$ cat src/rtl/core_pkg.sv
// Shared core types and sizes for the reorder buffer, register file and
// reservation stations.
package core_pkg;

    localparam int ROB_SIZE = 8;                  // power of two
    localparam int IDX_W    = $clog2(ROB_SIZE);
    localparam int TAG_W    = IDX_W + 1;          // extra bit encodes TAG_FREE
    localparam int REG_W    = 5;
    localparam int DATA_W   = 32;

    localparam logic [TAG_W-1:0] TAG_FREE = TAG_W'(ROB_SIZE);

    typedef struct packed {
        logic              busy;
        logic              ready;
        logic [REG_W-1:0]  dst_reg;
        logic [DATA_W-1:0] data;
    } rob_entry_t;

    // A tag names a real entry only when it is below ROB_SIZE.
    function automatic logic tag_in_range(input logic [TAG_W-1:0] t);
        return t < TAG_W'(ROB_SIZE);
    endfunction

endpackage

$ cat src/rtl/reorder_buffer_if.sv
// Reorder buffer bus: allocation, CDB capture, operand query and commit port.
interface reorder_buffer_if;
    import core_pkg::*;

    logic              alloc_valid;
    logic [REG_W-1:0]  alloc_reg;
    logic              alloc_ready;
    logic [TAG_W-1:0]  alloc_tag;

    logic              cdb_valid;
    logic [TAG_W-1:0]  cdb_tag;
    logic [DATA_W-1:0] cdb_data;

    logic [TAG_W-1:0]  query_tag;
    logic              query_ready;
    logic [DATA_W-1:0] query_data;

    logic              commit_en;
    logic [REG_W-1:0]  commit_reg;
    logic [DATA_W-1:0] commit_data;
    logic [TAG_W-1:0]  commit_tag;

    // Core side: decoder, CDB arbiter, dispatch, register file.
    modport master (
        output alloc_valid, alloc_reg, cdb_valid, cdb_tag, cdb_data, query_tag,
        input  alloc_ready, alloc_tag, query_ready, query_data,
        input  commit_en, commit_reg, commit_data, commit_tag
    );

    // Reorder buffer side.
    modport slave (
        input  alloc_valid, alloc_reg, cdb_valid, cdb_tag, cdb_data, query_tag,
        output alloc_ready, alloc_tag, query_ready, query_data,
        output commit_en, commit_reg, commit_data, commit_tag
    );

endinterface

$ cat src/rtl/rob_ptr_ctrl.sv
// Head/tail/occupancy tracking for the reorder buffer. Full and empty come
// from the occupancy count only; the pointers simply wrap.
module rob_ptr_ctrl
    import core_pkg::*;
(
    input  logic             clk,
    input  logic             rst,
    input  logic             flush_i,
    input  logic             alloc_req_i,
    input  logic             commit_i,
    output logic             alloc_fire_o,
    output logic             alloc_ready_o,
    output logic [IDX_W-1:0] head_o,
    output logic [IDX_W-1:0] tail_o
);

    logic [IDX_W-1:0] head_q, head_d;
    logic [IDX_W-1:0] tail_q, tail_d;
    logic [TAG_W-1:0] count_q, count_d;

    // Registered count only: a slot freed by commit is offered next cycle.
    assign alloc_ready_o = (count_q != TAG_W'(ROB_SIZE));
    assign alloc_fire_o  = alloc_req_i && alloc_ready_o && !flush_i;
    assign head_o        = head_q;
    assign tail_o        = tail_q;

    // Next pointer/count; flush returns everything to the empty state.
    always_comb begin
        head_d  = head_q;
        tail_d  = tail_q;
        count_d = count_q;
        if (flush_i) begin
            head_d  = '0;
            tail_d  = '0;
            count_d = '0;
        end else begin
            if (alloc_fire_o) tail_d = tail_q + 1'b1;
            if (commit_i)     head_d = head_q + 1'b1;
            case ({alloc_fire_o, commit_i})
                2'b10:   count_d = count_q + 1'b1;
                2'b01:   count_d = count_q - 1'b1;
                default: count_d = count_q;
            endcase
        end
    end

    // Pointer and count registers.
    always_ff @(posedge clk or posedge rst) begin
        if (rst) begin
            head_q  <= '0;
            tail_q  <= '0;
            count_q <= '0;
        end else begin
            head_q  <= head_d;
            tail_q  <= tail_d;
            count_q <= count_d;
        end
    end

endmodule

$ cat src/rtl/reorder_buffer.sv
// In-order commit buffer: allocates entries per decoded instruction, captures
// CDB results and retires them in program order through a registered commit
// port. Optional macro ROB_FLUSH_EN adds a flush input that empties the buffer.
module reorder_buffer
    import core_pkg::*;
(
    input  logic clk,
    input  logic rst,
`ifdef ROB_FLUSH_EN
    input  logic flush,
`endif
    reorder_buffer_if.slave bus
);

    rob_entry_t rob_q [ROB_SIZE];
    rob_entry_t rob_d [ROB_SIZE];

    logic              commit_en_q,   commit_en_d;
    logic [REG_W-1:0]  commit_reg_q,  commit_reg_d;
    logic [DATA_W-1:0] commit_data_q, commit_data_d;
    logic [TAG_W-1:0]  commit_tag_q,  commit_tag_d;

    logic             flush_w;
    logic             alloc_fire;
    logic             commit_fire;
    logic             cdb_hit;
    logic [IDX_W-1:0] head, tail, cdb_idx, q_idx;
    rob_entry_t       head_ent, cdb_ent, q_ent;

`ifdef ROB_FLUSH_EN
    assign flush_w = flush;
`else
    assign flush_w = 1'b0;
`endif

    assign head_ent    = rob_q[head];
    assign commit_fire = !flush_w && head_ent.busy && head_ent.ready;

    // A CDB tag landing on the entry being allocated misses naturally: a free
    // tail slot is never busy, so allocation wins without extra logic.
    assign cdb_idx = bus.cdb_tag[IDX_W-1:0];
    assign cdb_ent = rob_q[cdb_idx];
    assign cdb_hit = bus.cdb_valid && !flush_w && tag_in_range(bus.cdb_tag)
                     && cdb_ent.busy && !cdb_ent.ready;

    rob_ptr_ctrl u_ptr (
        .clk           (clk),
        .rst           (rst),
        .flush_i       (flush_w),
        .alloc_req_i   (bus.alloc_valid),
        .commit_i      (commit_fire),
        .alloc_fire_o  (alloc_fire),
        .alloc_ready_o (bus.alloc_ready),
        .head_o        (head),
        .tail_o        (tail)
    );

    assign bus.alloc_tag = {1'b0, tail};

    // Entry and commit-port next state: commit the head, capture CDB, allocate.
    always_comb begin
        rob_d         = rob_q;
        commit_en_d   = 1'b0;
        commit_reg_d  = commit_reg_q;
        commit_data_d = commit_data_q;
        commit_tag_d  = commit_tag_q;
        if (flush_w) begin
            for (int i = 0; i < ROB_SIZE; i++) begin
                rob_d[i].busy  = 1'b0;
                rob_d[i].ready = 1'b0;
            end
        end else begin
            if (commit_fire) begin
                commit_en_d         = 1'b1;
                commit_reg_d        = head_ent.dst_reg;
                commit_data_d       = head_ent.data;
                commit_tag_d        = {1'b0, head};
                rob_d[head].busy    = 1'b0;
                rob_d[head].ready   = 1'b0;
            end
            if (cdb_hit) begin
                rob_d[cdb_idx].ready = 1'b1;
                rob_d[cdb_idx].data  = bus.cdb_data;
            end
            if (alloc_fire) begin
                rob_d[tail].busy    = 1'b1;
                rob_d[tail].ready   = 1'b0;
                rob_d[tail].dst_reg = bus.alloc_reg;
            end
        end
    end

    // Entry storage and commit port registers.
    always_ff @(posedge clk or posedge rst) begin
        if (rst) begin
            for (int i = 0; i < ROB_SIZE; i++) rob_q[i] <= '0;
            commit_en_q   <= 1'b0;
            commit_reg_q  <= '0;
            commit_data_q <= '0;
            commit_tag_q  <= TAG_FREE;
        end else begin
            rob_q         <= rob_d;
            commit_en_q   <= commit_en_d;
            commit_reg_q  <= commit_reg_d;
            commit_data_q <= commit_data_d;
            commit_tag_q  <= commit_tag_d;
        end
    end

    assign bus.commit_en   = commit_en_q;
    assign bus.commit_reg  = commit_reg_q;
    assign bus.commit_data = commit_data_q;
    assign bus.commit_tag  = commit_tag_q;

    // Operand lookup: stored value, else same-cycle CDB bypass.
    assign q_idx = bus.query_tag[IDX_W-1:0];
    assign q_ent = rob_q[q_idx];
    always_comb begin
        bus.query_ready = 1'b0;
        bus.query_data  = '0;
        if (tag_in_range(bus.query_tag) && q_ent.busy) begin
            if (q_ent.ready) begin
                bus.query_ready = 1'b1;
                bus.query_data  = q_ent.data;
            end else if (bus.cdb_valid && bus.cdb_tag == bus.query_tag) begin
                bus.query_ready = 1'b1;
                bus.query_data  = bus.cdb_data;
            end
        end
    end

endmodule

$ cat src/flat_wrapper.sv
// flat-port wrapper written by rule: the top's interface ports become plain ports
module reorder_buffer_flat import core_pkg::*;
  (clk, rst, bus_alloc_valid, bus_alloc_reg, bus_cdb_valid, bus_cdb_tag, bus_cdb_data, bus_query_tag, bus_alloc_ready, bus_alloc_tag, bus_query_ready, bus_query_data, bus_commit_en, bus_commit_reg, bus_commit_data, bus_commit_tag);
  reorder_buffer_if bus_i ();
  input  logic clk;
  input  logic rst;
  input wire logic [$bits(bus_i.alloc_valid)-1:0] bus_alloc_valid;
  input wire logic [$bits(bus_i.alloc_reg)-1:0] bus_alloc_reg;
  input wire logic [$bits(bus_i.cdb_valid)-1:0] bus_cdb_valid;
  input wire logic [$bits(bus_i.cdb_tag)-1:0] bus_cdb_tag;
  input wire logic [$bits(bus_i.cdb_data)-1:0] bus_cdb_data;
  input wire logic [$bits(bus_i.query_tag)-1:0] bus_query_tag;
  output wire logic [$bits(bus_i.alloc_ready)-1:0] bus_alloc_ready;
  output wire logic [$bits(bus_i.alloc_tag)-1:0] bus_alloc_tag;
  output wire logic [$bits(bus_i.query_ready)-1:0] bus_query_ready;
  output wire logic [$bits(bus_i.query_data)-1:0] bus_query_data;
  output wire logic [$bits(bus_i.commit_en)-1:0] bus_commit_en;
  output wire logic [$bits(bus_i.commit_reg)-1:0] bus_commit_reg;
  output wire logic [$bits(bus_i.commit_data)-1:0] bus_commit_data;
  output wire logic [$bits(bus_i.commit_tag)-1:0] bus_commit_tag;
  assign bus_i.alloc_valid = bus_alloc_valid;
  assign bus_i.alloc_reg = bus_alloc_reg;
  assign bus_i.cdb_valid = bus_cdb_valid;
  assign bus_i.cdb_tag = bus_cdb_tag;
  assign bus_i.cdb_data = bus_cdb_data;
  assign bus_i.query_tag = bus_query_tag;
  assign bus_alloc_ready = bus_i.alloc_ready;
  assign bus_alloc_tag = bus_i.alloc_tag;
  assign bus_query_ready = bus_i.query_ready;
  assign bus_query_data = bus_i.query_data;
  assign bus_commit_en = bus_i.commit_en;
  assign bus_commit_reg = bus_i.commit_reg;
  assign bus_commit_data = bus_i.commit_data;
  assign bus_commit_tag = bus_i.commit_tag;
  reorder_buffer u_core (.clk(clk), .rst(rst), .bus(bus_i));
endmodule
$ cat config.mk
export PLATFORM = sky130hd
export DESIGN_NAME = reorder_buffer_flat
export DESIGN_NICKNAME = d
export VERILOG_FILES = /design/src/rtl/core_pkg.sv /design/src/rtl/reorder_buffer_if.sv /design/src/rtl/rob_ptr_ctrl.sv /design/src/rtl/reorder_buffer.sv /design/src/flat_wrapper.sv
export SDC_FILE = /design/constraint.sdc
export NUM_CORES = 1
export LEC_CHECK = 0
export BUFFER_PORTS_ARGS = -buffer_cell sky130_fd_sc_hd__buf_2
export CAP_MARGIN = 20
export CORE_MARGIN = 4
export CORE_UTILIZATION = 55
export CTS_CLUSTER_SIZE = 20
export DETAILED_ROUTE_END_ITERATION = 8
export GPL_TIMING_DRIVEN = 1
export PLACE_DENSITY_LB_ADDON = 0.15
export SLEW_MARGIN = 25
export SYNTH_ARGS = -nofsm -noshare
export SYNTH_HDL_FRONTEND = slang
export SYNTH_SLANG_ARGS = --single-unit
$ cat constraint.sdc
create_clock -name clk -period 12.5 [get_ports clk]
set_input_delay 1.25 -clock clk [delete_from_list [all_inputs] [get_ports clk]]
set_output_delay 1.25 -clock clk [all_outputs]
set_load 0.01 [all_outputs]
==> results of run 1 <==
through the flow:
step                cells   util
floorplan            1357      -
global placement     1845  0.590
global route         1918  0.630
CTS                  1917  0.629
finish               1919  0.630
detailed placement   1845  0.590
kinds of logic after synthesis:
group                      Yosys count
buffers and inverters              119
muxes                              585
other                                1
adders and majority gates            5
DFF                                364
xor gates and xnor gates            11
and+or+nand+nor                    146
AOI/OAI and AO/OA                  126
path summary, 6_finish.rpt:
path,start,endpoint,depth (start not counted)
min,u_core.u_ptr.count_q[3],u_core.u_ptr.count_q[3],1
max in group asynchronous,rst,u_core.bus.commit_data[13],4
min in group asynchronous,rst,u_core.bus.commit_reg[2],2
max reg2reg,u_core.u_ptr.head_o[0],u_core.bus.commit_data[19],4
max,bus_query_tag[2],bus_query_data[14],8
min reg2reg,u_core.u_ptr.count_q[3],u_core.u_ptr.count_q[3],1
where the power goes:
group	total (W)	internal [W]	switching [W]	leakage, nW
combinational	0.00181	0.00108	0.000740	4.33
clock	0.00117	0.000704	0.000469	0.651
sequential	0.00211	0.00167	0.000434	4.58
cell usage in the layout (no fill, tap or decap), drive strengths merged, types with 7 or more instances in the layout:
master and n:
a21oi 39, a22oi 62, buf 150, clkbuf 62
clkinv 7, dfrtp 363, inv 10, mux2 378
mux2i 126, mux4 81, nand2 19, nand3 69
nor2 10, xor2 7
critical path: cells and delay by family:
kind / cells / cell delay, ns
buf+inv: 4 / 2.19
simple gates: 2 / 0.44
compound gates: 1 / 0.18
xor+xnor: 1 / 0.17
area by class of cell:
class	count	area (um^2)	share of cell area
Clock buffer	62	1200	0.0568
Antenna cell	2	5.00	0.000236
Clock inverter	10	108	0.00507
Tap cell	448	561	0.0264
Timing Repair Buffer	150	818	0.0386
Inverter	9	46.3	0.00218
Sequential cell	364	9120	0.430
Multi-Input combinational cell	874	9360	0.441
layer usage:
| metal | track usage | vias to the layer above | wire length [um] |
|---|---|---|---|
| li1 | - | 5319 | - |
| met2 | 0.416 | 327 | 23000 |
| met5 | 0 | - | 0 |
| met4 | 0.0666 | 0 | 1220 |
| met1 | 0.350 | 6396 | 21100 |
| met3 | 0.0374 | 81 | 2280 |
==> reports/qor.tcl, run 1 <==
set qor(report.final.setup_viol) 0
set qor(vias) 12100
set qor(report.power.total_w) 0.00510
set qor(clock_tree_from_tritoncts) {yes}
set qor(start_util) 0.561
set qor(globalplace.congestion) 0.782
set qor(wl_per_instance_um) 24.8
set qor(run_status) {completed}
set qor(post_synth_most_frequent_cells) {sky130_fd_sc_hd__dfrtp_1 (363), sky130_fd_sc_hd__mux2_2 (348), sky130_fd_sc_hd__mux2i_1 (126), sky130_fd_sc_hd__mux4_2 (81), sky130_fd_sc_hd__nand3_1 (69)}
set qor(worstPathArrival_ns) 4.27
set qor(synth_top_area_frac) 0.481
set qor(synth-seq-cells) 364
set qor(routed_via_density) 6.32
set qor(required_time_reported_for_the_critical_path_endpoint_ns) 11.25
set qor(whs_ns) 0.459
set qor(timing.hold.worst.class) {reg -> reg}
set qor(floorplan.die_area_um2) 37400
set qor(finalNetCount) 1493
set qor(worst_setup_path_end_kind) {primary output}
set qor(global_route.overflow_total) 0
set qor(coreArea_um2) 33700
set qor(drt_iter0_drc) 795
set qor(post_synth_inst_count) 1357
set qor(max_freq_mhz) 181
set qor(dpl_cell_area_um2) 19900
set qor(dpl_worst_slack_ns) 6.94
set qor(clkTransAtPathRegs_ns) 0.06
set qor(post-route-drc-count) 0
set qor(grt_usage) 0.251
set qor(synth.cell_area_um2) 18900
set qor(synth.mux.area_fraction) 0.394
set qor(antenna_violation_net_count_after_detailed_routing) 0
set qor(flip_flop_count_of_the_largest_register_all_copies_and_words_added) 312
set qor(worst-setup-path-type) {in -> out}
set qor(max_slew_violation_total_from_the_final_report) 0
set qor(synth_enable_flop_cells) 0
set qor(initial_antenna_violation_count) 1
set qor(std_cell_rows) 67
set qor(setup_ws_ns) 6.98
set qor(slew_headroom) 0.300
set qor(p_leak_nw) 9.57
set qor(grt_setup_unrepaired) {no}
set qor(number_of_max_cap_violations) 0
set qor(fin_skew_ns) 0.0231
set qor(die_height_um) 193
set qor(final.fill_count) 2639
set qor(setup_tns_ns) 0
set qor(rrSetupSlack_ns) 9.42
set qor(cts-resized-gates) 0
set qor(timing.critical_path.fanout_max) 75
set qor(final_layout_size_suffix_gt1_frac) 0.476
set qor(synthFlopType) {sky130_fd_sc_hd__dfrtp_1}
set qor(dieWidth_um) 193
set qor(design_area_um2) 21200
set qor(place_hpwl_um) 27500
set qor(grt_first_pass_wirelength_um) 74700
set qor(power-per-cell-area_nw_per_um2) 240
set qor(cts.sink_count) 364
set qor(ys_types) 48
set qor(crit_chain) {buf_6, buf_4, xor2_1, nor4_2, buf_4, nand3_1, a21oi_1, buf_2}
set qor(placement.io_buffers) 127
set qor(cts.repair_timing.setup_buffer_count) 0
set qor(finalWirelength_um) 47600
set qor(cts_inserted_buffers) 40
set qor(synth_largest_area_cell) {sky130_fd_sc_hd__dfrtp_1}
set qor(worst_skew_pair.late_latency_ns) 0.53
set qor(grt_pass1_vias) 12700
set qor(yosysWarningCount) 0
set qor(synth_compound_gate_area_share) 0.0443
set qor(synth-simple-area-share) 0.0434
set qor(worst_ir_drop_vdd_mv) 0.148
set qor(worst_setup_start_kind) {primary input}
set qor(hold_violations) 0
set qor(syn-mean-instance-area_um2) 13.9
set qor(synth-seq-area-share) 0.482
set qor(finalWorstPathRequiredPeriod_ns) 5.52
set qor(crit_path_max_incr_delay_ns) 0.88
set qor(cpMaxStageDelayCell) {sky130_fd_sc_hd__buf_4}
set qor(actual_transition_at_the_worst_max_transition_pin_ns) 1.05
set qor(clk_path_buf_depth) 3
set qor(synth_top_family_by_area) {multiplexers}
set qor(clk_root_buffer_cell) {sky130_fd_sc_hd__clkbuf_16}
set qor(hold_buffers_post_cts) 0
set qor(async_reset_ff_frac) 1.00
set qor(h_tree_level_count) 2
set qor(crit_path_frequent_cell) {sky130_fd_sc_hd__buf_4}
set qor(grt_max_degree) 137
set qor(mapped_nets) 1411
set qor(synth-adder-area-share) 0.00331
set qor(io-pin-count) 129
set qor(synth_top_cells_by_area) {sky130_fd_sc_hd__dfrtp_1 (48%), sky130_fd_sc_hd__mux2_2 (21%), sky130_fd_sc_hd__mux4_2 (9.7%)}
set qor(drt_pre_antenna_iters) 5
set qor(area_delta_synth_final_pct) 12.3
set qor(fin_crit_sh) 0.442
set qor(yosys.cell_count.top_type) {sky130_fd_sc_hd__dfrtp_1}
set qor(synth_xor_xnor_area_share) 0.00510
Note: power is estimated with default switching activity, not from simulation.
==> run 2: changes to the inputs <==
Clock period 12.5 ns to 5.27 ns, I/O delays scaled along.
==> reports/qor.tcl, run 2 (synthesis results as in run 1) <==
set qor(timing.critical_path.fanout_max) 60 ;# was 75
set qor(final.fill_count) 2634 ;# was 2639
set qor(area_delta_synth_final_pct) 13.2 ;# was 12.3%
set qor(global_route.overflow_total) 0 ;# unchanged
set qor(grt_first_pass_wirelength_um) 76500 ;# was 74700 um
set qor(final_cell_count_no_fill) 1928 ;# was 1919
set qor(grt_pass1_vias) 13000 ;# was 12700
set qor(grt_usage) 0.256 ;# was 0.251
set qor(rrSetupSlack_ns) 2.11 ;# was 9.42 ns
set qor(wl_per_instance_um) 25.0 ;# was 24.8 um
set qor(switching_share_of_power) 0.325 ;# was 0.322
set qor(slew_headroom) 0.357 ;# was 0.300
set qor(required_time_reported_for_the_critical_path_endpoint_ns) 4.74 ;# was 11.25 ns
set qor(placement.io_buffers) 127 ;# unchanged
set qor(worstPathArrival_ns) 3.08 ;# was 4.27 ns
set qor(run_status) {completed} ;# unchanged
set qor(clock_tree_from_tritoncts) {yes} ;# unchanged
set qor(number_of_max_cap_violations) 0 ;# unchanged
set qor(power-per-cell-area_nw_per_um2) 570 ;# was 240 nW/um^2
set qor(setup.worst_path.end) {bus_query_data[22]} ;# was bus_query_data[14]
set qor(report.power.total_w) 0.0122 ;# was 0.00510 W
set qor(coreArea_um2) 33700 ;# unchanged
set qor(die_height_um) 193 ;# unchanged
set qor(timing.rr.end) {u_core.u_ptr.count_q[2]} ;# was u_core.bus.commit_data[19]
set qor(worst-setup-path-type) {in -> out} ;# unchanged
set qor(critical_path.reg2reg.startpoint) {u_core.u_ptr.head_o[2]} ;# was u_core.u_ptr.head_o[0]
set qor(initial_antenna_violation_count) 1 ;# unchanged
set qor(finalWorstPathRequiredPeriod_ns) 3.61
set qor(seq_power_share) 0.413 ;# was 0.414
set qor(final_cell_mix) {sky130_fd_sc_hd__dfrtp_1 (360), sky130_fd_sc_hd__mux2_2 (348), sky130_fd_sc_hd__buf_2 (126)} ;# unchanged
set qor(h_tree_level_count) 2 ;# unchanged
set qor(flip_flop_count_of_the_largest_register_all_copies_and_words_added) 312 ;# unchanged
set qor(worst_setup_start_kind) {primary input} ;# unchanged
set qor(dp.cells) 1851 ;# was 1845
set qor(critPathLaunch) {bus_query_tag[2]} ;# unchanged
set qor(clk_root_buffer_cell) {sky130_fd_sc_hd__clkbuf_16} ;# unchanged
set qor(report.final.setup_viol) 0 ;# unchanged
set qor(cts_inserted_buffers) 40 ;# unchanged
set qor(vias) 12300 ;# was 12100
set qor(cts.sink_count) 364 ;# unchanged
set qor(std_cell_rows) 67 ;# unchanged
set qor(finalWirelength_um) 48200 ;# was 47600 um
set qor(max_slew_violation_total_from_the_final_report) 0 ;# unchanged
set qor(design_area_um2) 21400 ;# was 21200 um^2
set qor(grt_setup_unrepaired) {no} ;# unchanged
set qor(worst_setup_path_end_kind) {primary output} ;# unchanged
set qor(dpl_cell_area_um2) 20000 ;# was 19900 um^2
set qor(cts-resized-gates) 0 ;# unchanged
set qor(p_sw_w) 0.00396 ;# was 0.00164 W
set qor(reg2reg_path_depth) 11 ;# was 4
set qor(floorplan.die_area_um2) 37400 ;# unchanged
set qor(max_freq_mhz) 277
set qor(dieWidth_um) 193 ;# unchanged
set qor(power.internal_w) 0.00823 ;# was 0.00345 W
set qor(p_leak_nw) 9.64 ;# was 9.57 nW
set qor(finalNetCount) 1501 ;# was 1493
set qor(antenna_violation_net_count_after_detailed_routing) 0 ;# unchanged
set qor(part_of_the_total_power_dissipated_in_the_clock_network) 0.234 ;# was 0.230
set qor(fin_crit_sh) 0.685
set qor(timing.hold.worst.class) {in -> reg} ;# was reg -> reg
set qor(worst_ir_drop_vdd_mv) 0.360 ;# was 0.148 mV
set qor(clk_path_buf_depth) 3 ;# unchanged
set qor(drt_pre_antenna_iters) 4 ;# was 5
set qor(clkTransAtPathRegs_ns) 0.06 ;# about the same
set qor(io-pin-count) 129 ;# unchanged
set qor(actual_transition_at_the_worst_max_transition_pin_ns) 0.962 ;# was 1.05 ns
set qor(routed_via_density) 6.37 ;# was 6.32
set qor(globalplace.congestion) 0.802 ;# was 0.782
set qor(start_util) 0.561 ;# unchanged
set qor(fin_skew_ns) 0.0147 ;# was 0.0231 ns
set qor(drt_iter0_drc) 915 ;# was 795
set qor(layout_commonest_cell) {sky130_fd_sc_hd__dfrtp_1} ;# unchanged
set qor(post-route-drc-count) 0 ;# unchanged
set qor(hold_violations) 0 ;# unchanged
set qor(final_layout_size_suffix_gt1_frac) 0.483 ;# was 0.476
set qor(power.combinational.fraction) 0.353 ;# was 0.356
set qor(grt_max_degree) 147 ;# was 137
set qor(worst_skew_pair.late_latency_ns) 0.53 ;# about the same
set qor(place_hpwl_um) 28800 ;# was 27500 um
==> run 2: cell types whose count changed in the layout (fill, tap and decap cells not counted), moves of 2 or more <==
cell / previous run / this run
sky130_fd_sc_hd__nor4b_4: 0 / 2
sky130_fd_sc_hd__clkinvlp_4: 0 / 5
sky130_fd_sc_hd__nor4b_2: 2 / 0
sky130_fd_sc_hd__buf_4: 22 / 26
sky130_fd_sc_hd__clkbuf_1: 11 / 5
sky130_fd_sc_hd__buf_12: 0 / 4
sky130_fd_sc_hd__clkbuf_8: 10 / 12
sky130_fd_sc_hd__clkinv_2: 6 / 8
==> run 2: worst max-delay path, cell delays in order <==
cell and delay (ns):
sky130_fd_sc_hd__buf_6 0.55, sky130_fd_sc_hd__mux4_2 0.45, sky130_fd_sc_hd__mux2i_4 0.66, sky130_fd_sc_hd__buf_4 0.41, sky130_fd_sc_hd__nand3_1 0.11, sky130_fd_sc_hd__a21oi_1 0.17
sky130_fd_sc_hd__buf_2 0.16
==> run 2: power by group through the flow <==
stage	Combinational [W]	Sequential (W)	Clock, W
floorplan	0.00349	0.00463	0
global placement	0.00422	0.00498	0
detailed placement	0.00432	0.00505	0
CTS	0.00434	0.00501	0.00290
global route	0.00468	0.00521	0.00302
finish	0.00430	0.00504	0.00285
==> run 2: worst min path at each step <==
stage	start	end	slack [ns]	cells past startpoint
6_report	bus_alloc_valid	u_core.u_ptr.tail_o[2]	0.28	3
5_1_grt	bus_alloc_valid	u_core.u_ptr.tail_o[2]	0.29	3
4_1_cts	rst	u_core.rob_q[153]	0.23	2
3_5_place_dp	u_core.u_ptr.count_q[3]	u_core.u_ptr.count_q[3]	0.46	1
3_3_place_gp	u_core.u_ptr.count_q[3]	u_core.u_ptr.count_q[3]	0.45	1
2_1_floorplan	u_core.u_ptr.count_q[3]	u_core.u_ptr.count_q[3]	0.43	1
==> run 2: metrics by stage <==
stage / setup slack, ns / utilization / hold slack (ns) / setup TNS (ns)
after floorplan: -0.138 / - / 0.434 / -50.24
after global placement: 1.78 / 0.593 / 0.448 / 0
after detailed placement: 1.73 / 0.593 / 0.459 / 0
after CTS: 1.71 / 0.633 / 0.233 / 0
after global routing: 1.55 / 0.635 / 0.286 / 0
final: 1.66 / 0.635 / 0.283 / 0
==> run 2: layer usage <==
| metal | GRT usage | wire [um] |
|---|---|---|
| met5 | 0 | 0 |
| met4 | 0.0700 | 1270 |
| met3 | 0.0344 | 2310 |
| met2 | 0.420 | 23400 |
| met1 | 0.365 | 21200 |
==> run 2: final cells by class <==
| type | instances | area [um^2] | share of cell area |
|---|---|---|---|
| sequential | 364 | 9120 | 0.426 |
| inverter | 9 | 37.5 | 0.00175 |
| clock buffer | 58 | 1210 | 0.0566 |
| multi-input combinational | 874 | 9390 | 0.439 |
| antenna | 1 | 2.50 | 0.000117 |
| tap | 448 | 561 | 0.0262 |
| timing repair buffer | 158 | 927 | 0.0433 |
| clock inverter | 16 | 148 | 0.00690 |
==> run 2: repair_timing <==
item | 4_1_cts | 5_1_grt
hold endpoints to repair | 0 | 14
setup buffers | 0 | 0
hold buffers | 0 | 1
setup endpoints to repair | 0 | 0
==> run 3: changes to the inputs <==
Clock period 5.27 ns to 3.3 ns, I/O delays scaled along.
==> reports/qor.tcl, run 3 (synthesis results as in run 1) <==
set qor(worst-setup-path-type) {reg -> out} ;# was in -> out
set qor(initial_antenna_violation_count) 1 ;# unchanged
set qor(io-pin-count) 129 ;# unchanged
set qor(grtUsageMet1) 0.366 ;# was 0.365
set qor(grt_first_pass_wirelength_um) 77400 ;# was 76500 um
set qor(hold_violations) 0 ;# unchanged
set qor(critPathLaunch) {u_core.rob_q[115]} ;# was bus_query_tag[2]
set qor(grtUsageMet2) 0.423 ;# was 0.420
set qor(drt_iter0_drc) 870 ;# was 915
set qor(cts.repair_timing.setup_buffer_count) 0 ;# unchanged
set qor(final_layout_size_suffix_gt1_frac) 0.481 ;# was 0.483
set qor(finalWirelength_um) 48400 ;# was 48200 um
set qor(required_time_reported_for_the_critical_path_endpoint_ns) 2.97 ;# was 4.74 ns
set qor(wl_per_instance_um) 24.9 ;# was 25.0 um
set qor(crit_chain) {mux4_2, mux2_2, buf_4, nand3_1, a21oi_1, buf_2} ;# was buf_6, mux4_2, mux2i_4, buf_4, nand3_1, a21oi_1, buf_2
set qor(timing.critical_path.fanout_max) 31 ;# was 60
set qor(max_freq_mhz) 323
set qor(grt_pass1_vias) 13100 ;# was 13000
set qor(worst_setup_start_kind) {flip-flop} ;# was primary input
set qor(report.final.setup_viol) 0 ;# unchanged
set qor(grt_usage) 0.257 ;# was 0.256
set qor(clk_root_buffer_cell) {sky130_fd_sc_hd__clkbuf_16} ;# unchanged
set qor(finalWorstPathRequiredPeriod_ns) 3.10
set qor(post-route-drc-count) 0 ;# unchanged
set qor(antenna-diode-count) 0 ;# was 1
set qor(start_util) 0.561 ;# unchanged
set qor(cpMaxStageDelayCell) {sky130_fd_sc_hd__mux2_2} ;# was sky130_fd_sc_hd__mux2i_4
set qor(run_status) {completed} ;# unchanged
set qor(actual_transition_at_the_worst_max_transition_pin_ns) 1.02 ;# was 0.962 ns
set qor(worst_skew_pair.late_latency_ns) 0.54 ;# was 0.53 ns
set qor(number_of_max_cap_violations) 0 ;# unchanged
set qor(cts_inserted_buffers) 41 ;# was 40
set qor(timing.hold.worst.class) {in -> reg} ;# unchanged
set qor(grt_max_degree) 128 ;# was 147
set qor(place_hpwl_um) 29200 ;# was 28800 um
set qor(h_tree_level_count) 2 ;# unchanged
set qor(dieWidth_um) 193 ;# unchanged
set qor(clock_tree_from_tritoncts) {yes} ;# unchanged
set qor(vias) 12400 ;# was 12300
set qor(floorplan.die_area_um2) 37400 ;# unchanged
set qor(critical_path_buf_inv_count) 2 ;# was 3
set qor(min_from) {bus_alloc_valid} ;# unchanged
set qor(area_delta_synth_final_pct) 14.1 ;# was 13.2%
set qor(worst_path_dominant_cell_family) {multiplexers} ;# was buffers and inverters
set qor(worst_setup_path_end_kind) {primary output} ;# unchanged
set qor(finalNetCount) 1517 ;# was 1501
set qor(antenna_violation_net_count_after_detailed_routing) 0 ;# unchanged
set qor(layout.core_utilization) 0.640 ;# was 0.635
set qor(placement.io_buffers) 127 ;# unchanged
set qor(globalplace.congestion) 0.811 ;# was 0.802
set qor(design_area_um2) 21600 ;# was 21400 um^2
set qor(drt_pre_antenna_iters) 5 ;# was 4
set qor(crit_path_max_incr_delay_ns) 0.65 ;# was 0.66 ns
set qor(layout_commonest_cell) {sky130_fd_sc_hd__dfrtp_1} ;# unchanged
set qor(worst_ir_drop_vdd_mv) 0.605 ;# was 0.360 mV
set qor(setup_ws_ns) 0.200 ;# was 1.66 ns
set qor(slew_headroom) 0.318 ;# was 0.357
set qor(p_leak_nw) 9.73 ;# was 9.64 nW
set qor(power-per-cell-area_nw_per_um2) 907 ;# was 570 nW/um^2
set qor(critical_path.reg2reg.startpoint) {u_core.u_ptr.count_q[1]} ;# was u_core.u_ptr.head_o[2]
set qor(dpl_worst_slack_ns) 0.543 ;# was 1.73 ns
set qor(flip_flop_count_of_the_largest_register_all_copies_and_words_added) 312 ;# unchanged
set qor(fin_skew_ns) 0.0128 ;# was 0.0147 ns
set qor(setup_tns_ns) 0 ;# unchanged
set qor(routed_via_density) 6.41 ;# was 6.37
set qor(cts.sink_count) 364 ;# unchanged
set qor(clk_path_buf_depth) 3 ;# unchanged
set qor(global_route.overflow_total) 0 ;# unchanged
set qor(dpl_cell_area_um2) 20200 ;# was 20000 um^2
set qor(clkTransAtPathRegs_ns) 0.06 ;# about the same
set qor(std_cell_rows) 67 ;# unchanged
set qor(coreArea_um2) 33700 ;# unchanged
set qor(gr-max-usage-layer) {met2} ;# unchanged
set qor(fin_crit_sh) 0.939
set qor(die_height_um) 193 ;# unchanged
set qor(worstPathArrival_ns) 2.77 ;# was 3.08 ns
set qor(globalRouteMet3Util) 0.0433 ;# was 0.0344
set qor(max_slew_violation_total_from_the_final_report) 0 ;# unchanged
set qor(grt_setup_unrepaired) {no} ;# unchanged
set qor(cts-resized-gates) 0 ;# unchanged
set qor(final_cell_mix) {sky130_fd_sc_hd__dfrtp_1 (360), sky130_fd_sc_hd__mux2_2 (348), sky130_fd_sc_hd__buf_2 (126)} ;# unchanged
## run 3: worst paths after layout
check | to | slack (ns) | depth (start not counted)
worst max-delay path | bus_query_data[2] | 0.20 | 6
worst min-delay path | u_core.u_ptr.tail_o[2] | 0.1 | 3
worst max register to register | u_core.u_ptr.count_q[2] | 0.57 | 9
worst min register to register | u_core.u_ptr.count_q[3] | 0.46 | 1
max in group asynchronous | u_core.rob_q[246] | 1.79 | 4
min in group asynchronous | u_core.rob_q[73] | 0.50 | 3
## run 3: power breakdown
part           switching, W  internal, W
clock               0.00182      0.00275
sequential          0.00148      0.00635
combinational       0.00302      0.00414
## run 3: layout make-up
type / count / area, um^2
inverters: 9 / 37.5
fillers: 2569 / 12100
clock inverters: 8 / 96.3
well taps: 448 / 561
flip-flops and latches: 364 / 9120
multi-input cells: 874 / 9360
clock buffers: 66 / 1250
repair buffers: 173 / 1140
## run 3: what timing repair did
action                                  4_1_cts  5_1_grt
hold buffers                                  1        0
endpoints found under the setup margin        0        0
hold endpoints to repair                     23        0
## run 3: metal layers
metal  vias to the layer above  part of all wire  wire (um)
met1                      6615              0.43      21100
met4                         2             0.019        915
met5                         -           0.00027         13
met3                        68             0.059       2860
li1                       5359                 -          -
met2                       400              0.49      23600
## run 3: worst min-delay path: stages
cell                      delay [ns]
sky130_fd_sc_hd__buf_2          0.11
sky130_fd_sc_hd__nand3_1        0.08
sky130_fd_sc_hd__xnor2_1        0.07
## run 3: per-stage QoR
stage	cells	power (W)	hold slack [ns]
floorplan	1357	0.0130	0.434
CTS	1942	0.0197	0.0808
finish	1942	0.0196	0.0958
detailed placement	1867	0.0151	0.448
global route	1942	0.0207	0.0993
global placement	1867	0.0148	0.451
